<file path="src/rtl/fetch_hold_buffer.sv">
// fetch_hold_buffer: instruction-fetch front end with PC register, a
// 1-cycle-latency instruction memory request port, a 2-entry skid buffer
// that holds responses returning while ID is frozen, and the IF/ID register.
// Optional build macro: FETCH_STALL_PERF_EN adds a saturating stall counter
// on stall_count_op; without it the output is tied to 0 and no flops exist.
//
// Handshake: imem_req_op is a one-cycle request with imem_addr_op; the memory
// answers on imem_rdata_ip exactly one cycle later, unconditionally. There is
// no backpressure on the memory side, so requests are only issued when the
// skid buffer is guaranteed to have room for the answer (occupancy < 2) or
// when ID is free to drain it in the answering cycle.
module fetch_hold_buffer #(
   parameter logic [31:0] RESET_PC  = 32'h0000_0000,
   parameter logic [31:0] NOP_INSTR = 32'h0000_0013
) (
   input  logic        clk,
   input  logic        reset,
   input  logic        stall_ip,
   input  logic        flush_ip,
   input  logic [31:0] flush_target_ip,
   output logic        imem_req_op,
   output logic [31:0] imem_addr_op,
   input  logic [31:0] imem_rdata_ip,
   output logic [31:0] ID_instr_op,
   output logic [31:0] ID_pc_op,
   output logic        ID_valid_op,
   output logic        EX_bubble_op,
   output logic [31:0] stall_count_op
);

   localparam logic [31:0] RESET_PC_ALIGNED = {RESET_PC[31:2], 2'b00};

   logic [31:0] pc_q;
   logic        inflight_q;
   logic [31:0] inflight_pc_q;
   logic        kill_q;

   logic [31:0] buf_pc_q    [2];
   logic [31:0] buf_instr_q [2];
   logic        rd_ptr_q;
   logic        wr_ptr_q;
   logic [1:0]  buf_cnt_q;

   logic [1:0]  occ;
   logic        buf_empty;
   logic        rsp_valid;
   logic        issue;
   logic        push;
   logic        pop;

   // flush_target_ip[1:0] carries no information: fetch is word aligned
   logic        unused_target_lsbs;
   assign unused_target_lsbs = ^flush_target_ip[1:0];

   // Occupancy bookkeeping, issue decision and skid buffer push/pop control
   always_comb begin
      occ          = buf_cnt_q + {1'b0, inflight_q};
      buf_empty    = (buf_cnt_q == 2'd0);
      rsp_valid    = inflight_q & ~kill_q;
      issue        = reset & ~flush_ip & ((occ < 2'd2) | ~stall_ip);
      // ID drains the buffer head first; a response goes straight to ID
      // only when the buffer is empty and ID is running
      pop          = ~stall_ip & ~flush_ip & ~buf_empty;
      push         = rsp_valid & ~flush_ip & (stall_ip | ~buf_empty);
      imem_req_op  = issue;
      imem_addr_op = pc_q;
      EX_bubble_op = reset & stall_ip & ~flush_ip;
   end

   // PC, in-flight tracking and response kill flag
   always_ff @(posedge clk or negedge reset) begin
      if (!reset) begin
         pc_q          <= RESET_PC_ALIGNED;
         inflight_q    <= 1'b0;
         inflight_pc_q <= 32'd0;
         kill_q        <= 1'b0;
      end else begin
         if (flush_ip)
            pc_q <= {flush_target_ip[31:2], 2'b00};
         else if (issue)
            pc_q <= pc_q + 32'd4;
         inflight_q <= issue;
         if (issue)
            inflight_pc_q <= pc_q;
         kill_q <= flush_ip & inflight_q;
      end
   end

   // Skid buffer pointers and count; a flush empties the buffer
   always_ff @(posedge clk or negedge reset) begin
      if (!reset) begin
         rd_ptr_q  <= 1'b0;
         wr_ptr_q  <= 1'b0;
         buf_cnt_q <= 2'd0;
      end else if (flush_ip) begin
         rd_ptr_q  <= 1'b0;
         wr_ptr_q  <= 1'b0;
         buf_cnt_q <= 2'd0;
      end else begin
         if (push)
            wr_ptr_q <= ~wr_ptr_q;
         if (pop)
            rd_ptr_q <= ~rd_ptr_q;
         case ({push, pop})
            2'b10:   buf_cnt_q <= buf_cnt_q + 2'd1;
            2'b01:   buf_cnt_q <= buf_cnt_q - 2'd1;
            default: buf_cnt_q <= buf_cnt_q;
         endcase
      end
   end

   // Skid buffer storage; contents are meaningless until counted valid
   always_ff @(posedge clk) begin
      if (push) begin
         buf_pc_q[wr_ptr_q]    <= inflight_pc_q;
         buf_instr_q[wr_ptr_q] <= imem_rdata_ip;
      end
   end

   // IF/ID register: flush clears, stall holds, otherwise buffer head,
   // then the fresh response, then a bubble
   always_ff @(posedge clk or negedge reset) begin
      if (!reset) begin
         ID_valid_op <= 1'b0;
         ID_instr_op <= NOP_INSTR;
         ID_pc_op    <= 32'd0;
      end else if (flush_ip) begin
         ID_valid_op <= 1'b0;
         ID_instr_op <= NOP_INSTR;
      end else if (!stall_ip) begin
         if (!buf_empty) begin
            ID_valid_op <= 1'b1;
            ID_instr_op <= buf_instr_q[rd_ptr_q];
            ID_pc_op    <= buf_pc_q[rd_ptr_q];
         end else if (rsp_valid) begin
            ID_valid_op <= 1'b1;
            ID_instr_op <= imem_rdata_ip;
            ID_pc_op    <= inflight_pc_q;
         end else begin
            ID_valid_op <= 1'b0;
            ID_instr_op <= NOP_INSTR;
         end
      end
   end

`ifdef FETCH_STALL_PERF_EN
   logic [31:0] stall_count_q;

   // Saturating count of cycles in which EX receives a stall bubble
   always_ff @(posedge clk or negedge reset) begin
      if (!reset)
         stall_count_q <= 32'd0;
      else if (stall_ip && !flush_ip && stall_count_q != 32'hFFFF_FFFF)
         stall_count_q <= stall_count_q + 32'd1;
   end

   assign stall_count_op = stall_count_q;
`else
   assign stall_count_op = 32'd0;
`endif

`ifndef SYNTHESIS
   // Issue throttling must keep occupancy at or below two entries
   always_ff @(posedge clk) begin
      if (reset)
         assert (!(push && buf_cnt_q == 2'd2 && !pop));
   end
`endif

endmodule

</file>
<file path="config.mk">
export PLATFORM = sky130hd
export DESIGN_NAME = fetch_hold_buffer
export DESIGN_NICKNAME = d
export VERILOG_FILES = /design/src/rtl/fetch_hold_buffer.sv
export SDC_FILE = /design/constraint.sdc
export NUM_CORES = 1
export LEC_CHECK = 0
export ABC_CLOCK_PERIOD_IN_PS = 8000
export CELL_PAD_IN_SITES_DETAIL_PLACEMENT = 2
export CELL_PAD_IN_SITES_GLOBAL_PLACEMENT = 2
export CORE_MARGIN = 3
export CORE_UTILIZATION = 34
export CTS_CLUSTER_DIAMETER = 30
export DETAILED_ROUTE_END_ITERATION = 8
export PLACE_DENSITY_LB_ADDON = 0.1
export SLEW_MARGIN = 20
export SYNTH_ARGS = -nofsm -noshare
export SYNTH_HDL_FRONTEND = slang
export SYNTH_SLANG_ARGS = --single-unit
</file>
<file path="constraint.sdc">
create_clock -name clk -period 8 [get_ports clk]
set_input_delay 1.2 -clock clk [delete_from_list [all_inputs] [get_ports clk]]
set_output_delay 1.2 -clock clk [all_outputs]
set_load 0.02 [all_outputs]
</file>
---- Word level (Yosys, flattened, before mapping) ----
Memories as Yosys holds them, arrays and structs flattened.
Index checks and enable logic that the tools add are counted.
storage, ports and cells
  bits in registers ....................... 135
  output and inout bits ................... 131
  RAM bits ................................ 128
  memories ................................ 2
cells by class
  reductions and logical operators ........ 6
  bitwise logic cells ..................... 18
  eq/ne operators ......................... 4
  $add $sub $neg .......................... 4
  muxes and demuxes ....................... 20
  magnitude comparators ................... 1
memories
  memory       depth  bits a word  read ports  clocked after Yosys merged registers in  wr ports  RTL line  text
  buf_instr_q  2      32           1           0                                        1         39        logic [31:0] buf_instr_q [2];
  buf_pc_q     2      32           1           0                                        1         38        logic [31:0] buf_pc_q [2];
operator list
  cell                   number
  $mux 32                8
  $add 32x3->32 const B  1
  $and 1x1->1            10
  $mux 1                 10
  $not 1->1              6
  $reduce_bool 2->1      3
  $ne 2x1->1 const B     2
  $pmux 2 s2             1
  $reduce_and 3->1       1
  $reduce_bool 3->1      1
  $add 2x1->2            1
  $add 2x1->2 const B    1
  $eq 2x1->1 const B     1
  $eq 2x2->1 const B     1
  $logic_not 2->1        1
  $lt 2x2->1 const B     1
  $mux 2                 1
  $or 1x1->1             2
  $sub 2x1->2 const B    1

---- Depth between registers and ports, before layout ----
  depth after elaboration ................. 7
  gate-level depth with buffers ........... 9
  depth with buffers taken out ............ 6

---- Worst setup path before layout ----
Ideal clock, no wire load.
  kind .................................... input port to flip-flop
  start point ............................. input port stall_ip
  end point ............................... memory buf_instr_q[1][0] (enable)
  cell stages on the path ................. 3
  buffers on the path ..................... 1
  arrival time ............................ 6.261 ns
  path slack .............................. 1.168 ns
  cell sequence ........................... clkbuf_1 -> o21ai_0 -> nor3b_1
between the ends
  word-level cells in the longest chain between the ends .. 4
RTL lines
  what                          RTL line  text
  start: declaration            18        input logic stall_ip,
  $or 1x1->1                    64        push = rsp_valid & ~flush_ip & (stall_ip | ~buf_empty);
  $and 1x1->1                   64
  $mux 1                        114       if (push) begin
  $mux 1 (not written as such)  116       buf_instr_q[wr_ptr_q] <= imem_rdata_ip;
  end: declaration              39
No other way between the ends.

---- Final worst setup path ----
  start point ............................. input port stall_ip
  end point ............................... output port imem_req_op
between the ends
  word-level cells in the longest chain between the ends .. 3
RTL lines
  what                 RTL line  text
  $not 1->1 (no line)  --
  $or 1x1->1           60        issue = reset & ~flush_ip & ((occ < 2'd2) | ~stall_ip);
  $and 1x1->1          60
  end: declaration     21        output logic imem_req_op,
No other way between the ends.

==> reports/qor.yml <==
outcome: "finished, final reports clean"
cts_root_buf: "clkbuf_16"
rsz0062_at_grt: "no"
ir_drop_mv: 0.1653
pre_cts_ws_ps: 3258
grt_usage_pct: 18.85
yosysSeqAreaShare_pct: 66.13
postPlaceCellArea_mm2: 0.01240
setup_ws_ps: 3206
drt-pass1-iter-count: 6
final_cells: 1511
diodes: 0
drc: 0
holdBufCountCts: 0
finalCritPeriodShare_pct: 59.93
synth_edf_count: 124
relSlewSlack_pct: 47.87
num_io_pins: 199
hold_viol: 0
yosysTopAreaCell: "edfxtp_1"
dieHeight_um: 181.9
multi_input_area_mm2: 0.003196
max-clock-path-buffers: 3
vias: 7528
setup_viol: 0
fin_skew_ps: 25.74
synth_top_flop_cell: "dfrtp_1"
cts_tree: "built"
start_kind: "input port"
met1_usage_pct: 22.60
hp-class: "reg -> reg"
grt_pass1_vias: 8701
synth.most_common_cell: "nand2_1"
drive_gt1_share_pct: 13.29
cp-end-kind: "output port"
clk_latency_ps: 540
synthTopCellsByArea: "edfxtp_1, dfrtp_1, mux2i_1"
ctsHtreeMaxLevel: 3
fp.coreArea_mm2: 0.03003
syn_avg_cell_area_um2: 12.05
cts_buffers: 69
dp_cells: 1385
power.leakage_nw: 5.733
post-dp-hpwl_mm: 18.56
drt_first_iter_violations: 311
power_density_mw_per_mm2: 317.7
portBuffers: 160
critPathKind: "in -> out"
tightest_slew_ps: 781.9
clock-sinks: 253
async_flop_share_pct: 50.99
yosys.cell_types.count: 43
gp_congestion: 0.7176
drv_slew: 0
arrival_ps: 3590
worst_ep_required_time_ps: 6800
start_util_pct: 35.02
netlist_area_mm2: 0.01052
postRouteAntennaNets: 0
cts-resized-gates: 0
syn_to_final_growth_pct: 39.34
seqCellArea_mm2: 0.006959
post_drt_wl_per_cell_um: 20.60
yosys-top-cells-count: "nand2_1, dfrtp_1, edfxtp_1, nor2_1, o21ai_0"
crit_fanout: 15
viasPerCell: 4.982
dieArea_mm2: 0.03308
rows: 63
fin_crit_ps: 4794
grt_util_met3_pct: 4.187
final_cell_area_mm2: 0.01466
synthCells: 873
yosysWarningCount: 0
clk_pin_slew_ps: 40
max_cap_viol_count: 0
grtUsageMet2_pct: 33.50
synth_top_area_share_pct: 35.40
tns_ps: 0
antenna_found_initial: 1
fillers: 2950
post_cts_buffers: 0
grt_pass1_wl_mm: 49.30
synth-seq-cells: 253
dieWidth_um: 181.9
fmax_mhz: 208.6
top_usage_layer: "met2"
grt-ovfl-total: 0
wirelength_mm: 31.12
finalNetCount: 1135
grt_max_degree: 59
==> stage by stage <==
stage	total power, mW	hold slack [ps]	util (%)
after floorplan	1.805	463.9	-
after global placement	2.038	465.7	41.29
after detailed placement	2.055	473.7	41.29
after CTS	4.727	485.8	48.80
after global routing	4.855	515.5	48.80
final	4.656	477.4	48.80
==> layer usage <==
metal	vias up	wire length [um]
met5	-	13
met4	2	621
met3	51	1594
met2	207	16110
met1	3828	12790
li1	3440	-
==> layout by cell type (no fill, tap or decap), types with 7 or more instances in the layout <==
cell type,n
clkinvlp_4,10
conb_1,36
clkinv_2,19
xnor2_1,24
o21ai_0,66
dfrtp_1,125
nand3_1,7
mux2i_1,60
nand4_1,7
a21oi_1,36
nor2_1,71
inv_1,10
edfxtp_1,124
buf_4,16
nor4_1,13
nand2_1,150
nor3_1,7
clkbuf_16,70
a221o_1,29
clkbuf_1,10
clkdlybuf4s50_1,158
==> path summary, 6_finish.rpt <==
path | startpoint | end | slack, ps | cells after the start
worst min register to register | ID_pc_op[7]$_DFFE_PN0P_ | ID_pc_op[7]$_DFFE_PN0P_ | 480 | 2
max in group asynchronous | reset | rd_ptr_q$_DFFE_PN0P_ | 6320 | 2
min in group asynchronous | reset | ID_pc_op[11]$_DFFE_PN0P_ | 540 | 1
worst max register to register | imem_addr_op[6]$_DFFE_PN0P_ | imem_addr_op[29]$_DFFE_PN0P_ | 5390 | 5
worst min-delay path | ID_pc_op[7]$_DFFE_PN0P_ | ID_pc_op[7]$_DFFE_PN0P_ | 480 | 2
worst max-delay path | stall_ip | imem_req_op | 3210 | 6
==> area by class of cell <==
cell class	instances	area share (%)
Inverter	11	0.2817
Sequential cell	253	47.49
Multi-Input combinational cell	555	21.80
Clock inverter	44	2.980
Tap cell	390	3.330
Timing Repair Buffer	176	11.72
Clock buffer	82	12.40
==> logic make-up (layout without fill, tap and decap cells) <==
logic type                 Yosys count  in the layout  share of synthesized area, %
buffers and inverters              100            313                         5.032
other                                1             36                       0.03565
xor gates and xnor gates            27             27                         2.248
and+or+nand+nor                    284            284                         11.74
AOI/OAI and AO/OA                  142            142                         8.446
DFF                                253            253                         66.13
adders and majority gates            1              1                        0.1189
muxes                               65             65                         6.246
==> power breakdown <==
| part | leakage, nW | internal [mW] | total (mW) | switching, mW |
|---|---|---|---|---|
| Clock | 1.09 | 1.81 | 2.62 | 0.817 |
| Sequential | 2.78 | 1.48 | 1.57 | 0.0889 |
| Combinational | 1.87 | 0.200 | 0.463 | 0.263 |
| Total | 5.73 | 3.49 | 4.66 | 1.17 |
==> worst max-delay path: stages <==
cell and delay (ps):
clkdlybuf4s50_1 770, nand2_1 200, o211ai_4 530, nand2b_1 210, clkinv_1 130, clkdlybuf4s50_1 560
==> state kept, by name, summed over array words and instances, names as in the netlist <==
signal         count
inflight_pc_q     30
buf_instr_q       64
ID_valid_op        1
ID_pc_op          30
wr_ptr_q           1
rd_ptr_q           1
imem_addr_op      30
buf_pc_q          60
buf_cnt_q          2
ID_instr_op       32
inflight_q         1
kill_q             1
Power figures use the tool's default switching activity.
